**src/rtl/obstacle_scheduler_if.sv**
```systemverilog
// Purpose : handshake/status bundle between the obstacle scheduler and game/VGA logic.
// Latency : n/a (wiring only); every scheduler output is a registered signal.
// Backpr. : drawer requests are level-held until a single-cycle draw_done acknowledge.
//
// Ports (slave = scheduler side):
//   in : enable, collision, ld_shape, draw_done
//   out: erase_req, draw_req, update, speed[1:0], score[7:0], game_over, overrun
interface obstacle_scheduler_if;
    logic       enable;
    logic       collision;
    logic       ld_shape;
    logic       draw_done;
    logic       erase_req;
    logic       draw_req;
    logic       update;
    logic [1:0] speed;
    logic [7:0] score;
    logic       game_over;
    logic       overrun;

    modport master (
        output enable, collision, ld_shape, draw_done,
        input  erase_req, draw_req, update, speed, score, game_over, overrun
    );

    modport slave (
        input  enable, collision, ld_shape, draw_done,
        output erase_req, draw_req, update, speed, score, game_over, overrun
    );
endinterface

```
**src/rtl/obstacle_scheduler.sv**
```systemverilog
// Purpose : frame-rate sequencer running erase -> advance -> redraw once per game step.
// Latency : step tick to erase_req 1 cycle; draw_done to update 1 cycle, to draw_req 2 cycles.
// Backpr. : erase/draw requests hold until draw_done; step ticks arriving while busy are dropped (overrun).
//
// Ports: clk, resetn (async active-low); bus = obstacle_scheduler_if.slave
//   (enable, collision, ld_shape, draw_done in; erase_req, draw_req, update,
//    speed, score, game_over, overrun out -- all outputs registered).
module obstacle_scheduler #(
    parameter int FRAME_DIV       = 833334,
    parameter int FRAMES_PER_STEP = 2,
    parameter int LEVEL_UP        = 8
) (
    input logic               clk,
    input logic               resetn,
    obstacle_scheduler_if.slave bus
);

    localparam int FW = $clog2(FRAME_DIV);
    localparam int SW = (FRAMES_PER_STEP > 1) ? $clog2(FRAMES_PER_STEP) : 1;
    localparam int WW = (LEVEL_UP > 1) ? $clog2(LEVEL_UP) : 1;

    localparam logic [FW-1:0] FRAME_LAST = FW'(FRAME_DIV - 1);
    localparam logic [SW-1:0] STEP_LAST  = SW'(FRAMES_PER_STEP - 1);
    localparam logic [WW-1:0] WRAP_LAST  = WW'(LEVEL_UP - 1);

    typedef enum logic [2:0] {S_WAIT, S_ERASE, S_ADV, S_DRAW, S_OVER} state_t;

    state_t        state_q, state_d;
    logic [FW-1:0] frame_cnt_q, frame_cnt_d;
    logic [SW-1:0] step_cnt_q, step_cnt_d;
    logic [WW-1:0] wrap_cnt_q, wrap_cnt_d;
    logic          pending_q, pending_d;
    logic [7:0]    score_q, score_d;
    logic [1:0]    speed_q, speed_d;
    logic          game_over_q, game_over_d;
    logic          overrun_q, overrun_d;
    logic          erase_req_q, erase_req_d;
    logic          draw_req_q, draw_req_d;
    logic          update_q, update_d;
    logic          frame_tick, step_tick;

    always_comb begin
        frame_tick  = bus.enable && (frame_cnt_q == FRAME_LAST);
        step_tick   = frame_tick && (step_cnt_q == STEP_LAST);

        frame_cnt_d = frame_cnt_q;
        step_cnt_d  = step_cnt_q;
        state_d     = state_q;
        pending_d   = pending_q;
        score_d     = score_q;
        speed_d     = speed_q;
        wrap_cnt_d  = wrap_cnt_q;
        overrun_d   = overrun_q;

        // Counters freeze while paused; they keep running even when the FSM is busy.
        if (bus.enable) begin
            frame_cnt_d = frame_tick ? '0 : frame_cnt_q + 1'b1;
        end
        if (frame_tick) begin
            step_cnt_d = step_tick ? '0 : step_cnt_q + 1'b1;
        end

        if (step_tick && (state_q != S_WAIT)) begin
            overrun_d = 1'b1;
        end

        case (state_q)
            S_WAIT: begin
                // A collision (live or deferred from the last step) beats a step tick.
                if (bus.collision || pending_q) begin
                    state_d   = S_OVER;
                    pending_d = 1'b0;
                end else if (step_tick) begin
                    state_d = S_ERASE;
                end
            end
            S_ERASE: begin
                if (bus.collision) pending_d = 1'b1;
                if (bus.draw_done) state_d = S_ADV;
            end
            S_ADV: begin
                if (bus.collision) pending_d = 1'b1;
                if (bus.ld_shape) begin
                    if (score_q != 8'hFF) score_d = score_q + 8'd1;
                    if (wrap_cnt_q == WRAP_LAST) begin
                        wrap_cnt_d = '0;
                        if (speed_q != 2'd3) speed_d = speed_q + 2'd1;
                    end else begin
                        wrap_cnt_d = wrap_cnt_q + 1'b1;
                    end
                end
                state_d = S_DRAW;
            end
            S_DRAW: begin
                if (bus.collision) pending_d = 1'b1;
                if (bus.draw_done) state_d = S_WAIT;
            end
            S_OVER:  state_d = S_OVER;
            default: state_d = S_WAIT;
        endcase

        // Outputs are decoded from the next state so they are registered alongside it.
        game_over_d = game_over_q || (state_d == S_OVER);
        erase_req_d = (state_d == S_ERASE);
        draw_req_d  = (state_d == S_DRAW);
        update_d    = (state_d == S_ADV);
    end

    always_ff @(posedge clk or negedge resetn) begin
        if (!resetn) begin
            state_q     <= S_WAIT;
            frame_cnt_q <= '0;
            step_cnt_q  <= '0;
            wrap_cnt_q  <= '0;
            pending_q   <= 1'b0;
            score_q     <= '0;
            speed_q     <= '0;
            game_over_q <= 1'b0;
            overrun_q   <= 1'b0;
            erase_req_q <= 1'b0;
            draw_req_q  <= 1'b0;
            update_q    <= 1'b0;
        end else begin
            state_q     <= state_d;
            frame_cnt_q <= frame_cnt_d;
            step_cnt_q  <= step_cnt_d;
            wrap_cnt_q  <= wrap_cnt_d;
            pending_q   <= pending_d;
            score_q     <= score_d;
            speed_q     <= speed_d;
            game_over_q <= game_over_d;
            overrun_q   <= overrun_d;
            erase_req_q <= erase_req_d;
            draw_req_q  <= draw_req_d;
            update_q    <= update_d;
        end
    end

    assign bus.erase_req = erase_req_q;
    assign bus.draw_req  = draw_req_q;
    assign bus.update    = update_q;
    assign bus.speed     = speed_q;
    assign bus.score     = score_q;
    assign bus.game_over = game_over_q;
    assign bus.overrun   = overrun_q;

endmodule

```
**src/flat_wrapper.sv**
```systemverilog
// flat-port wrapper written by rule: the top's interface ports become plain ports
module obstacle_scheduler_flat 
#(
    parameter int FRAME_DIV       = 833334,
    parameter int FRAMES_PER_STEP = 2,
    parameter int LEVEL_UP        = 8
)
  (clk, resetn, bus_enable, bus_collision, bus_ld_shape, bus_draw_done, bus_erase_req, bus_draw_req, bus_update, bus_speed, bus_score, bus_game_over, bus_overrun);
  obstacle_scheduler_if bus_i ();
  input logic clk;
  input logic resetn;
  input wire logic [$bits(bus_i.enable)-1:0] bus_enable;
  input wire logic [$bits(bus_i.collision)-1:0] bus_collision;
  input wire logic [$bits(bus_i.ld_shape)-1:0] bus_ld_shape;
  input wire logic [$bits(bus_i.draw_done)-1:0] bus_draw_done;
  output wire logic [$bits(bus_i.erase_req)-1:0] bus_erase_req;
  output wire logic [$bits(bus_i.draw_req)-1:0] bus_draw_req;
  output wire logic [$bits(bus_i.update)-1:0] bus_update;
  output wire logic [$bits(bus_i.speed)-1:0] bus_speed;
  output wire logic [$bits(bus_i.score)-1:0] bus_score;
  output wire logic [$bits(bus_i.game_over)-1:0] bus_game_over;
  output wire logic [$bits(bus_i.overrun)-1:0] bus_overrun;
  assign bus_i.enable = bus_enable;
  assign bus_i.collision = bus_collision;
  assign bus_i.ld_shape = bus_ld_shape;
  assign bus_i.draw_done = bus_draw_done;
  assign bus_erase_req = bus_i.erase_req;
  assign bus_draw_req = bus_i.draw_req;
  assign bus_update = bus_i.update;
  assign bus_speed = bus_i.speed;
  assign bus_score = bus_i.score;
  assign bus_game_over = bus_i.game_over;
  assign bus_overrun = bus_i.overrun;
  obstacle_scheduler #(.FRAME_DIV(FRAME_DIV), .FRAMES_PER_STEP(FRAMES_PER_STEP), .LEVEL_UP(LEVEL_UP)) u_core (.clk(clk), .resetn(resetn), .bus(bus_i));
endmodule
```
**config.mk**
```make
export PLATFORM = sky130hd
export DESIGN_NAME = obstacle_scheduler_flat
export DESIGN_NICKNAME = d
export VERILOG_FILES = /design/src/rtl/obstacle_scheduler_if.sv /design/src/rtl/obstacle_scheduler.sv /design/src/flat_wrapper.sv
export SDC_FILE = /design/constraint.sdc
export NUM_CORES = 1
export LEC_CHECK = 0
export ABC_AREA = 1
export ABC_CLOCK_PERIOD_IN_PS = 4300
export BUFFER_PORTS_ARGS = -buffer_cell sky130_fd_sc_hd__buf_2
export CORE_MARGIN = 10
export CORE_UTILIZATION = 63
export DETAILED_ROUTE_END_ITERATION = 7
export GPL_TIMING_DRIVEN = 1
export PLACE_DENSITY = 0.91
export SETUP_SLACK_MARGIN = 0.4
export SLEW_MARGIN = 30
export SYNTH_ARGS = -nofsm -noshare
export SYNTH_HDL_FRONTEND = slang
export SYNTH_SLANG_ARGS = --single-unit
```
**constraint.sdc**
```tcl
create_clock -name clk -period 4.3 [get_ports clk]
set_input_delay 0.645 -clock clk [delete_from_list [all_inputs] [get_ports clk]]
set_output_delay 0.645 -clock clk [all_outputs]
set_load 0.1 [all_outputs]
```
==> summary.md, run 1 <==
| Metric | Value |
|---|---|
| Clock tree buffer depth | `2` |
| Number of I/O pins | `21` |
| Multi-input gate area in the final layout | `between 1000 and 1500 um^2` |
| Number of cells after detailed placement | `about 370` |
| Vias in the first global route | `between 1500 and 2000` |
| Detailed-route via count | `2041` |
| Number of cell rows | `22` |
| Final hold violation count | `0` |
| Setup Fix Bufs, Post-CTS | `0` |
| Detailed Route Iter0 Violations | `248` |
| Port Buffer Count | `20` |
| Initial antenna violation count | `0` |
| Worst hold slack | `0.321 ns` |
| Fin crit period | `~1.9 ns` |
| Routed via count divided by cell count | `around 5.5` |
| # Max-Cap Violations | `0` |
| Worst IR Drop VDD | `0.296 mV` |
| Setup repair after global routing missed its margin | `no` |
| Share of final-layout standard cells stronger than drive strength 1 | `0.141` |
| R2R setup slack | `2.71 ns` |
| Root Driver | `sky130_fd_sc_hd__clkbuf_8` |
| Number of gates given a new drive strength after cts | `0` |
| Pwr/cell area | `between 300 and 400 nW/um^2` |
| Pin count of the biggest net entering global routing | `44` |
| TritonCTS clock tree | `yes` |
| Logic pwr share | `0.147` |
| Clock network fraction of design power | `0.373` |
| Height of the die | `slightly above 80 um` |
| Clk_lat worst skew | `~0.30 ns` |
| Routed WL per cell | `13.5 um` |
| H-Tree Level Count | `2` |
| Total net switching power | `approximately 0.28 mW` |
| Sequential Area | `1080 um^2` |
| Total number of yosys warnings | `0` |
| Static Leakage | `roughly 1.4 nW` |
| Largest stage delay, worst path | `around 0.48 ns` |
| FF+latch count, synth | `43` |
| Setup clock skew after layout | `slightly below 0.009 ns` |
| Maximum achievable frequency | `roughly 0.53 GHz` |
| DRC violation count after routing | `0` |
| Share of the clock period used by the worst path | `0.442` |
| First-pass detailed-route iteration total | `4` |
| Area Overhead vs Synth | `12.4%` |
| Synthesized instance count | `approximately 300` |
| Final HPWL from detailed placement | `approximately 3700 um` |
| Final count of negative-setup-slack endpoints | `0` |
| CTS buffer count | `5` |
| Post-synthesis average cell area | `7.86 um^2` |
| Sort of element at the start of the critical path | `register` |
| Post-DP Area | `roughly 2500 um^2` |
| Setup WS pre-CTS | `around 2.5 ns` |
| Routability cong. | `0.913` |
| Die footprint | `6570 um^2` |
| Share of total power consumed by net switching | `0.282` |
| Path type of the worst setup path | `register to output pin` |
| Category of cells accounting for the largest share of critical-path delay | `flip-flops` |
| Remaining global-route overflow | `0` |
| Detailed-route wire length | `5050 um` |
| DIE WIDTH | `between 80 and 90 um` |
| Proportion of synthesized chip area in sequential cells | `0.458` |
| Count of buffering cells on the critical path with inverters included | `1` |
| Reg power frac | `0.481` |
| Clock transition time at the flip-flop clock pins of the worst setup and hold paths | `approximately 0.080 ns` |
| Largest driver fanout on the critical path | `7` |
| Post-DRT Antenna Nets | `0` |
| Area of the core region | `approximately 3600 um^2` |
| Slew @ Worst Pin | `0.536 ns` |
| Final Max Tran Viols | `0` |
| Result of the run | `finished, final reports clean` |
| Slowest stage cell on the critical path | `sky130_fd_sc_hd__dfrtp_1` |
| Starting utilization of the core area | `0.647` |
| Number of gates on the worst path with buffers counted | `1` |
| Crit path cell chain | `buf_2` |
| Hold-fix buffer count after cts | `0` |
| Layout Cell Area excl Fill | `2640 um^2` |
| Smallest setup slack after layout | `about 2.4 ns` |
| Rel. slew slack | `0.642` |
| Number of sinks driven by the clock tree | `43` |
| Number of diodes | `0` |
| Wire length of the first global-routing pass | `about 8600 um` |
| Final cell count without fillers | `between 300 and 400` |
| Internal Pwr Total | `slightly above 0.7 mW` |
| Data required time at the worst endpoint | `approximately 3.7 ns` |
| Syn Nets | `slightly above 300` |
| Logic depth of the worst register-to-register path | `9` |
| Sum of negative setup slack | `0 ns` |
| Total GRT Usage | `0.165` |
| Type of the most critical hold path | `input pin to async pin` |
| Library cells used by synthesis | `31` |
| Final net count | `337` |
| Crit path DAT | `between 1 and 1.5 ns` |
| Filler Cells Inserted | `roughly 300` |
| Critical Path End Type | `output pin` |
| Netlist area before placement | `roughly 2300 um^2` |
-- metal layers --
| layer | share of wire | global-route usage |
|---|---|---|
| met2 | 0.47 | 0.266 |
| met5 | 0 | 0 |
| met1 | 0.43 | 0.201 |
| met3 | 0.070 | 0.0408 |
| met4 | 0.026 | 0.0813 |
-- placed cells by master (no fill, tap or decap), types with 2 or more instances in the layout --
cell type / n
sky130_fd_sc_hd__nand4_1: 10
sky130_fd_sc_hd__nor3b_1: 3
sky130_fd_sc_hd__dfrtp_1: 43
sky130_fd_sc_hd__clkbuf_8: 5
sky130_fd_sc_hd__xor2_1: 8
sky130_fd_sc_hd__nor2_1: 52
sky130_fd_sc_hd__a21oi_1: 9
sky130_fd_sc_hd__nor2_2: 2
sky130_fd_sc_hd__bufinv_16: 2
sky130_fd_sc_hd__buf_2: 19
sky130_fd_sc_hd__ha_1: 6
sky130_fd_sc_hd__inv_2: 6
sky130_fd_sc_hd__nand3_2: 2
sky130_fd_sc_hd__nand2_1: 66
sky130_fd_sc_hd__nand2_2: 2
sky130_fd_sc_hd__nor3_1: 8
sky130_fd_sc_hd__xnor2_1: 3
sky130_fd_sc_hd__nand3_1: 18
sky130_fd_sc_hd__inv_1: 36
sky130_fd_sc_hd__o21ai_0: 11
-- Yosys cell counts --
library cell                count  area, um^2
sky130_fd_sc_hd__o21a_1         1        7.51
sky130_fd_sc_hd__nand2_1       66         248
sky130_fd_sc_hd__nand3_2        2        20.0
sky130_fd_sc_hd__a211oi_1       1        7.51
sky130_fd_sc_hd__xor2_1         8        70.1
sky130_fd_sc_hd__nor3b_1        3        22.5
sky130_fd_sc_hd__a31oi_1        1        6.26
sky130_fd_sc_hd__a21boi_1       1        7.51
sky130_fd_sc_hd__dfrtp_1       43        1080
sky130_fd_sc_hd__nand3_1       18        90.1
sky130_fd_sc_hd__or2_2          1        6.26
sky130_fd_sc_hd__inv_1         36         135
sky130_fd_sc_hd__ha_1           6        75.1
sky130_fd_sc_hd__mux2_2         1        11.3
sky130_fd_sc_hd__inv_2          6        22.5
sky130_fd_sc_hd__nand3_4        1        17.5
sky130_fd_sc_hd__xnor2_1        3        26.3
sky130_fd_sc_hd__nor2_8         1        20.0
sky130_fd_sc_hd__o2bb2ai_1      1        8.76
sky130_fd_sc_hd__nor3_2         1        10.0
sky130_fd_sc_hd__o21ai_0       11        55.1
sky130_fd_sc_hd__buf_2          1        5.00
sky130_fd_sc_hd__nor2_4         1        11.3
sky130_fd_sc_hd__and3_1         1        6.26
sky130_fd_sc_hd__nor2_1        52         195
sky130_fd_sc_hd__nor3_4         1        16.3
sky130_fd_sc_hd__nand4_1       10        62.6
sky130_fd_sc_hd__nor3_1         8        40.0
sky130_fd_sc_hd__a21oi_1        9        45.0
sky130_fd_sc_hd__nor2_2         2        12.5
sky130_fd_sc_hd__nand2_2        2        12.5
-- power by group through the flow --
stage          Clock, mW  Combinational [mW]  Sequential (mW)
2_1_floorplan          0               0.105            0.472
3_3_place_gp           0               0.137            0.482
3_5_place_dp           0               0.141            0.482
4_1_cts            0.374               0.144            0.474
5_1_grt            0.395               0.167            0.480
6_report           0.369               0.145            0.477
-- stage by stage --
| stage | utilization | power (mW) |
|---|---|---|
| floorplan | - | 0.577 |
| global placement | 0.689 | 0.619 |
| detailed placement | 0.689 | 0.623 |
| CTS | 0.726 | 0.993 |
| global route | 0.727 | 1.04 |
| finish | 0.727 | 0.991 |
-- registers in the layout, indices dropped and copies added, names as in the netlist --
register	count
u_core.bus.game_over	1
u_core.bus.overrun	1
u_core.bus.score	8
u_core.pending_q	1
u_core.frame_cnt_q	20
u_core.bus.erase_req	1
u_core.state_q	3
u_core.step_cnt_q	1
u_core.wrap_cnt_q	3
u_core.bus.draw_req	1
u_core.bus.speed	2
u_core.bus.update	1
-- worst paths after layout --
| check | startpoint | end |
|---|---|---|
| max | u_core.bus.score[4] | bus_score[4] |
| min | resetn | u_core.frame_cnt_q[13] |
| max reg2reg | u_core.frame_cnt_q[1] | u_core.frame_cnt_q[12] |
| min reg2reg | u_core.bus.game_over | u_core.bus.game_over |
| max in group asynchronous | resetn | u_core.bus.update |
| min in group clk | u_core.bus.game_over | u_core.bus.game_over |
-- final cells by class --
| type | count | share of cell area |
|---|---|---|
| inverter | 42 | 0.0597 |
| tap | 48 | 0.0227 |
| sequential | 43 | 0.408 |
| timing repair buffer | 20 | 0.0389 |
| clock inverter | 2 | 0.0227 |
| multi-input combinational | 213 | 0.421 |
| clock buffer | 6 | 0.0275 |
-- cell families after synthesis --
group,synth area share
AND/OR/NAND/NOR,0.337
buffers and inverters,0.0692
flip-flops,0.458
AO/OA/AOI/OAI,0.0586
XOR/XNOR,0.0410
adder cells (fa/ha/maj),0.0319
multiplexers,0.00479
Note: power is estimated with default switching activity, not from simulation.
==> run 2, diff against run 1 <==
Settings changed: ABC_AREA 1 to 0, ABC_CLOCK_PERIOD_IN_PS 4300 to 1800, CORE_UTILIZATION 63 to 57, PLACE_DENSITY 0.91 to 0.85.
Clock period 4.3 ns to 1.8 ns, I/O delays scaled along.
==> run 2 against run 1 <==
- clock skew grew 0.014 ns
- clock power up 77%
- non-clock buffer count increased by 40
- critical path depth is 3 higher
- routed wire length is 32% higher
- setup slack worse by 2.4 ns
- sequential power increased by 130%
- clock-buffer cell count unchanged
- final area rose by 11%
- largest cell class unchanged
- largest power group unchanged
==> summary.md, run 2 <==
| Metric | Value |
|---|---|
| Result of the run | `finished, final reports clean` |
| Remaining global-route overflow | `0 (unchanged)` |
| # Max-Cap Violations | `0 (unchanged)` |
| Number of cells after detailed placement | `265 (-28%)` |
| Static Leakage | `1.35 nW (-2.9%)` |
| Filler Cells Inserted | `142 (-52%)` |
| FF+latch count, synth | `43 (unchanged)` |
| Critical hold path startpoint | `bus_draw_done` |
| Setup repair after global routing missed its margin | `yes` |
| Post-layout total power | `2.12 mW (+110%)` |
| Routed via count divided by cell count | `6.29 (+15%)` |
| Commonest cells post-synth | `sky130_fd_sc_hd__dfrtp_1, sky130_fd_sc_hd__nor2_1, sky130_fd_sc_hd__xor2_1` |
| Vias in the first global route | `1786 (-7.9%)` |
| Max FFs per register | `20 (unchanged)` |
| Share of total power consumed by net switching | `0.280 (-0.00227)` |
| Data required time at the worst endpoint | `2.06 ns (-1.59 ns)` |
| Sum of negative setup slack | `0 ns (unchanged)` |
| Xor and xnor area share after synthesis | `0.104 (+0.0633)` |
| Total GRT Usage | `0.163 (-0.00180)` |
| Worst IR Drop VDD | `0.779 mV (+160%)` |
| Die footprint | `6310 um^2 (-3.9%)` |
| Initial antenna violation count | `0 (unchanged)` |
| Detailed-route via count | `1888 (-7.5%)` |
| Reg power frac | `0.526 (+0.045)` |
| Logic pwr share | `0.166 (+0.019)` |
| Area Overhead vs Synth | `45.2%` |
| Fraction of post-synthesis cell area in the top cell type by area | `0.534 (+0.0759)` |
| Final cell count without fillers | `300 (-20%)` |
| Crit path from | `u_core.frame_cnt_q[12]` |
| Final Util | `0.863 (+0.137)` |
| Fraction of the mapped netlist area in simple logic gates | `0.227 (-0.109)` |
| Most used cells in the layout excluding fill and tap cells | `sky130_fd_sc_hd__buf_4, sky130_fd_sc_hd__dfrtp_1, sky130_fd_sc_hd__xor2_1` |
| Clock network fraction of design power | `0.308 (-0.065)` |
| Count of buffering cells on the critical path with inverters included | `0 (-1)` |
| Top metal layer carrying routed signals | `met4` |
| Share of final-layout standard cells stronger than drive strength 1 | `0.484 (+0.343)` |
| Syn Nets | `203 (-35%)` |
| Height of the die | `79.5 um (-2.0%)` |
| CTS buffer count | `5 (unchanged)` |
| Worst r2r src | `u_core.frame_cnt_q[12]` |
| Wire length of the first global-routing pass | `8270 um (-4.3%)` |
| Post-synthesis mux area share | `0.0329 (+0.0281)` |
| Number of diodes | `0 (unchanged)` |
| Largest driver fanout on the critical path | `3 (-4)` |
| Rel. slew slack | `0.637 (-0.00536)` |
| Met2 wire length | `3350 um (+40%)` |
| DRC violation count after routing | `0 (unchanged)` |
| Clock tree buffer depth | `2 (unchanged)` |
| Sort of element at the start of the critical path | `register` |
| Detailed-route wire length | `6670 um (+32%)` |
| Final count of negative-setup-slack endpoints | `0 (unchanged)` |
| Cell with the most instances after synthesis | `sky130_fd_sc_hd__dfrtp_1` |
| Crit path cell chain | `nand3_2 -> or4_4 -> o21ai_0 -> a21oi_1` |
| Most common cell after layout, fill and taps aside | `sky130_fd_sc_hd__buf_4` |
| Detailed Route Iter0 Violations | `242 (-2.4%)` |
| Number of cell rows | `21 (-4.5%)` |
| Main flop type after synthesis | `sky130_fd_sc_hd__dfrtp_1` |
| Crit path DAT | `2.02 ns (+0.77 ns)` |
| Slowest stage cell on the critical path | `sky130_fd_sc_hd__or4_4` |
| Routed length on met1 | `2550 um (+18%)` |
| Path type of the worst setup path | `register to register` |
| Final HPWL from detailed placement | `2970 um (-20%)` |
| DIE WIDTH | `79.5 um (-2.0%)` |
| TritonCTS clock tree | `yes` |
| Proportion of synthesized chip area in sequential cells | `0.534 (+0.0759)` |
| Root Driver | `sky130_fd_sc_hd__clkbuf_4` |
| Netlist area before placement | `2020 um^2 (-14%)` |
| Starting utilization of the core area | `0.595 (-0.0520)` |
| Total net switching power | `0.592 mW (+110%)` |
| Slew @ Worst Pin | `0.545 ns (+0.00804 ns)` |
| Number of enable flip-flop cells after synthesis | `0 (unchanged)` |
| Final Max Tran Viols | `0 (unchanged)` |
| Pin count of the biggest net entering global routing | `25 (-43%)` |
| Number of sinks driven by the clock tree | `43 (unchanged)` |
| Post-DRT Antenna Nets | `0 (unchanged)` |
| Complex-gate fraction of the synthesized area | `0.0422 (-0.0164)` |
| Share of the clock period used by the worst path | `0.977` |
| H-Tree Level Count | `2 (unchanged)` |
| Final hold violation count | `0 (unchanged)` |
| Area of the core region | `3390 um^2 (-6.7%)` |
| Setup clock skew after layout | `0.0225 ns (+0.0138 ns)` |
| Largest stage delay, worst path | `0.58 ns (+0.10 ns)` |
| Type of the most critical hold path | `input pin to register` |
| Maximum achievable frequency | `roughly 0.57 GHz` |
| Clock transition time at the flip-flop clock pins of the worst setup and hold paths | `0.14 ns (+0.06 ns)` |
| Total number of yosys warnings | `0 (unchanged)` |
| Routed met3 length | `478 um (+35%)` |
| Post-synthesis average cell area | `10.6 um^2 (+34%)` |
| Number of I/O pins | `21 (unchanged)` |
| Routed WL per cell | `22.2 um (+64%)` |
| Routability cong. | `0.793 (-13%)` |
| Register with the most flip-flops | `u_core.frame_cnt_q` |
| Synthesized instance count | `191 (-36%)` |
| Critical Path End Type | `register` |
| Fin crit period | `1.76 ns` |
| FFs w/ async S/R, synth | `1.00 (unchanged)` |
| Final net count | `265 (-21%)` |
| Top post-synthesis cells by area | `sky130_fd_sc_hd__dfrtp_1, sky130_fd_sc_hd__xor2_1, sky130_fd_sc_hd__nor2_1` |
| Adder-cell share of the synthesized area | `0.0372 (+0.00530)` |
| Category of cells accounting for the largest share of critical-path delay | `simple AND/OR/NAND/NOR gates` |
| Dominant combinational cell family by area after synthesis | `simple AND/OR/NAND/NOR gates` |
| Yosys top cell by area | `sky130_fd_sc_hd__dfrtp_1` |
| Library cells used by synthesis | `35 (+13%)` |
| Clk_lat worst skew | `0.37 ns (+0.07 ns)` |
| Port Buffer Count | `20 (unchanged)` |
| First-pass detailed-route iteration total | `4 (unchanged)` |
| Internal Pwr Total | `1.53 mW (+110%)` |
| Pwr/cell area | `724 nW/um^2 (+93%)` |
-- run 2: changes by cell type after synthesis, sizes merged, moves of 4 or more --
cell | previous run | this run
a21oi | 9 | 4
inv | 42 | 6
mux2 | 1 | 5
nand2 | 68 | 14
nand3 | 21 | 11
nor2 | 56 | 24
nor4 | 0 | 9
o21ai | 11 | 5
xnor2 | 3 | 9
xor2 | 8 | 15
-- run 2: logic make-up after synthesis --
family | after synthesis
AOI/OAI and AO/OA | 14
muxes | 6
buffers and inverters | 11
and+or+nand+nor | 87
adders and majority gates | 6
DFF | 43
xor gates and xnor gates | 24
-- run 2: repair_timing --
item,CTS,global route
hold endpoints to repair,22,0
setup buffers,14,11
hold buffers,1,0
pin swaps,14,14
resized for setup,34,39
setup endpoints to repair,38,47
gates cloned,1,0
-- run 2: power by group through the flow --
stage	clock network, mW	registers (mW)	logic [mW]
after floorplan	0	1.13	0.148
after global placement	0	1.13	0.237
after detailed placement	0	1.14	0.242
after CTS	0.633	1.11	0.322
after global routing	0.693	1.12	0.386
final	0.653	1.11	0.352
-- run 2: worst paths after layout --
check                           slack (ns)  depth (start not counted)                     end
worst max-delay path                  0.04                          4  u_core.frame_cnt_q[19]
max in group asynchronous             0.71                          3   u_core.frame_cnt_q[0]
worst max register to register        0.04                          4  u_core.frame_cnt_q[19]
min in group asynchronous             0.40                          2       u_core.state_q[1]
worst min-delay path                  0.12                          2    u_core.bus.erase_req
worst min register to register        0.51                          1      u_core.bus.overrun
-- run 2: per-layer routing --
layer,up-vias,track usage
li1,796,-
met2,100,0.283
met4,0,0.0842
met3,30,0.0484
met1,962,0.174
met5,-,0
-- run 2: area by class of cell --
type / instances / area [um^2] / share of cell area
clock buffers: 6 / 51.3 / 0.0175
clock inverters: 2 / 35.0 / 0.0120
inverters: 6 / 22.5 / 0.00770
multi-input cells: 137 / 1120 / 0.383
flip-flops and latches: 43 / 1110 / 0.380
well taps: 46 / 57.6 / 0.0197
repair buffers: 60 / 526 / 0.180
-- run 2: through the flow --
step           hold WS (ns)  area, um^2  worst slack [ns]
2_1_floorplan       -0.0256        2120             0.217
6_report              0.118        2930            0.0416
3_5_place_dp          0.262        2330             0.111
3_3_place_gp          0.270        2330             0.179
5_1_grt               0.106        2930           0.00330
4_1_cts               0.108        2670             0.229
==> run 3, diff against run 2 <==
Settings changed: CAP_MARGIN from default to 20, CORE_UTILIZATION 57 to 60, CTS_BUF_LIST from default to sky130_fd_sc_hd__clkbuf_4, PLACE_DENSITY 0.85 to 0.88, SKIP_CTS_REPAIR_TIMING from default to 1.
==> run 3 against run 2 <==
- the run now ends with negative setup slack left
- sequential power is essentially flat
- utilization grew 4.9 points
- die area shrank 3.8%
- total power grew 9.3%
- non-clock buffer count shrank 8
- largest cell class is now registers
==> summary.md, run 3 (synthesized netlist as in run 2, its figures left out) <==
| Metric | Value |
|---|---|
| Smallest setup slack after layout | `-0.0294 ns (-0.0710 ns)` |
| Number of sinks driven by the clock tree | `43 (unchanged)` |
| Worst IR Drop VDD | `0.805 mV (+3.4%)` |
| # Max-Cap Violations | `0 (unchanged)` |
| Detailed-route wire length | `7310 um (+9.6%)` |
| Setup repair after global routing missed its margin | `yes` |
| Fin crit period | `1.83 ns (+0.0710 ns)` |
| Type of the most critical hold path | `input pin to register` |
| Worst hold slack | `0.112 ns (-0.00586 ns)` |
| Slowest stage cell on the critical path | `sky130_fd_sc_hd__dfrtp_1` |
| Vias in the first global route | `1528 (-14%)` |
| Maximum achievable frequency | `0.547 GHz (-3.9%)` |
| Result of the run | `finished with violations` |
| Final count of negative-setup-slack endpoints | `2 (+2)` |
| Area of the core region | `3130 um^2 (-7.7%)` |
| Detailed Route Iter0 Violations | `271 (+12%)` |
| Detailed-route via count | `1927 (+2.1%)` |
| Rel. slew slack | `0.664 (+0.0266)` |
| Most common cell after layout, fill and taps aside | `sky130_fd_sc_hd__buf_4` |
| DIE WIDTH | `78.0 um (-1.9%)` |
| Crit path DAT | `2.09 ns (+0.07 ns)` |
| Sort of element at the start of the critical path | `register` |
| Total GRT Usage | `0.145 (-0.0183)` |
| Post-DRT Antenna Nets | `0 (unchanged)` |
| Sum of negative setup slack | `-0.0319 ns (-0.0319 ns)` |
| Remaining global-route overflow | `0 (unchanged)` |
| Register with the most flip-flops | `u_core.frame_cnt_q` |
| Critical Path End Type | `register` |
| Share of final-layout standard cells stronger than drive strength 1 | `0.459 (-0.0249)` |
| Share of the clock period used by the worst path | `1.02 (+0.0394)` |
| Final net count | `257 (-3.0%)` |
| Most frequent CP cell | `sky130_fd_sc_hd__buf_4` |
| Final HPWL from detailed placement | `3050 um (+2.5%)` |
| Largest stage delay, worst path | `0.50 ns (-0.08 ns)` |
| Wire length of the first global-routing pass | `7190 um (-13%)` |
| Filler Cells Inserted | `105 (-26%)` |
| CTS buffer count | `5 (unchanged)` |
| Data required time at the worst endpoint | `2.07 ns (about the same)` |
| Clk_lat worst skew | `0.38 ns (about the same)` |
| Routed WL per cell | `25.1 um (+13%)` |
| Max FFs per register | `20 (unchanged)` |
| TritonCTS clock tree | `yes` |
| Setup clock skew after layout | `0.0242 ns (+0.00177 ns)` |
| Port Buffer Count | `20 (unchanged)` |
| H-Tree Level Count | `2 (unchanged)` |
| Static Leakage | `1.28 nW (-5.1%)` |
| DRC violation count after routing | `0 (unchanged)` |
| Path type of the worst setup path | `register to register` |
| Routability cong. | `0.867 (+9.3%)` |
| Routed via count divided by cell count | `6.62 (+5.2%)` |
| Final Max Tran Viols | `0 (unchanged)` |
| Pin count of the biggest net entering global routing | `26 (+4.0%)` |
| Starting utilization of the core area | `0.644 (+0.0497)` |
| Slew @ Worst Pin | `0.505 ns (-0.0398 ns)` |
| Clock transition time at the flip-flop clock pins of the worst setup and hold paths | `0.13 ns (about the same)` |
| Initial antenna violation count | `1 (+1)` |
| Pwr/cell area | `811 nW/um^2 (+12%)` |
| Crit path cell chain | `nand4_1 -> buf_4 -> nor4_2 -> buf_4 -> mux2i_1 -> nor3_1` |
| Number of I/O pins | `21 (unchanged)` |
| Most used cells in the layout excluding fill and tap cells | `sky130_fd_sc_hd__buf_4, sky130_fd_sc_hd__dfrtp_1, sky130_fd_sc_hd__nor2_1` |
| Area Overhead vs Synth | `41.7%` |
| Die footprint | `6080 um^2 (-3.8%)` |
| Clock tree buffer depth | `2 (unchanged)` |
| Height of the die | `78.0 um (-1.9%)` |
| First-pass detailed-route iteration total | `7 (+3)` |
| Number of cell rows | `20 (-4.8%)` |
| Root Driver | `sky130_fd_sc_hd__clkbuf_4` |
| Largest driver fanout on the critical path | `4 (+1)` |
| Final hold violation count | `0 (unchanged)` |
| Failing checks | `negative setup slack` |
run 3: through the flow:
step,instance area [um^2],utilization,setup slack (ns),power [mW],instances
after floorplan,2120,-,0.217,1.27,191
after global placement,2310,0.740,0.189,1.36,259
after detailed placement,2310,0.740,0.0614,1.39,259
after CTS,2420,0.774,0.0315,2.14,267
after global routing,2860,0.913,-0.0506,2.39,291
final,2860,0.913,-0.0294,2.32,291
run 3: per-layer routing:
metal	global-route usage	up-vias	part of all wire
met1	0.167	932	0.36
met2	0.245	161	0.50
met4	0.0484	0	0.060
met5	0	-	0
met3	0.0495	55	0.087
li1	-	779	-
run 3: final cells by class:
type,count,area (um^2),share of cell area
diodes,1,2.50,0.000876
clock buffers,6,45.0,0.0158
clock inverters,2,60.1,0.0210
inverters,6,22.5,0.00789
multi-input cells,137,1080,0.378
flip-flops and latches,43,1120,0.392
well taps,44,55.1,0.0193
repair buffers,52,472,0.165
run 3: critical path: cells and delay by family (launching register included):
family	cells	cell delay [ns]
simple gates	3	0.75
flops	1	0.50
buf+inv	2	0.42
mux	1	0.07
run 3: final timing paths:
path / start / endpoint / slack (ns) / cells after the start
hold reg to reg: u_core.bus.overrun / u_core.bus.overrun / 0.49 / 1
setup / recovery: u_core.frame_cnt_q[11] / u_core.frame_cnt_q[18] / -0.03 / 6
min in group asynchronous: resetn / u_core.frame_cnt_q[5] / 0.37 / 2
hold / removal: bus_draw_done / u_core.bus.erase_req / 0.11 / 2
setup reg to reg: u_core.frame_cnt_q[11] / u_core.frame_cnt_q[18] / -0.03 / 6
max in group asynchronous: resetn / u_core.frame_cnt_q[7] / 0.88 / 3
run 3: report_power, final:
group | total [mW] | switching (mW) | leakage, nW | internal, mW
combinational | 0.401 | 0.218 | 0.677 | 0.183
clock | 0.778 | 0.330 | 0.0559 | 0.449
sequential | 1.14 | 0.101 | 0.546 | 1.04
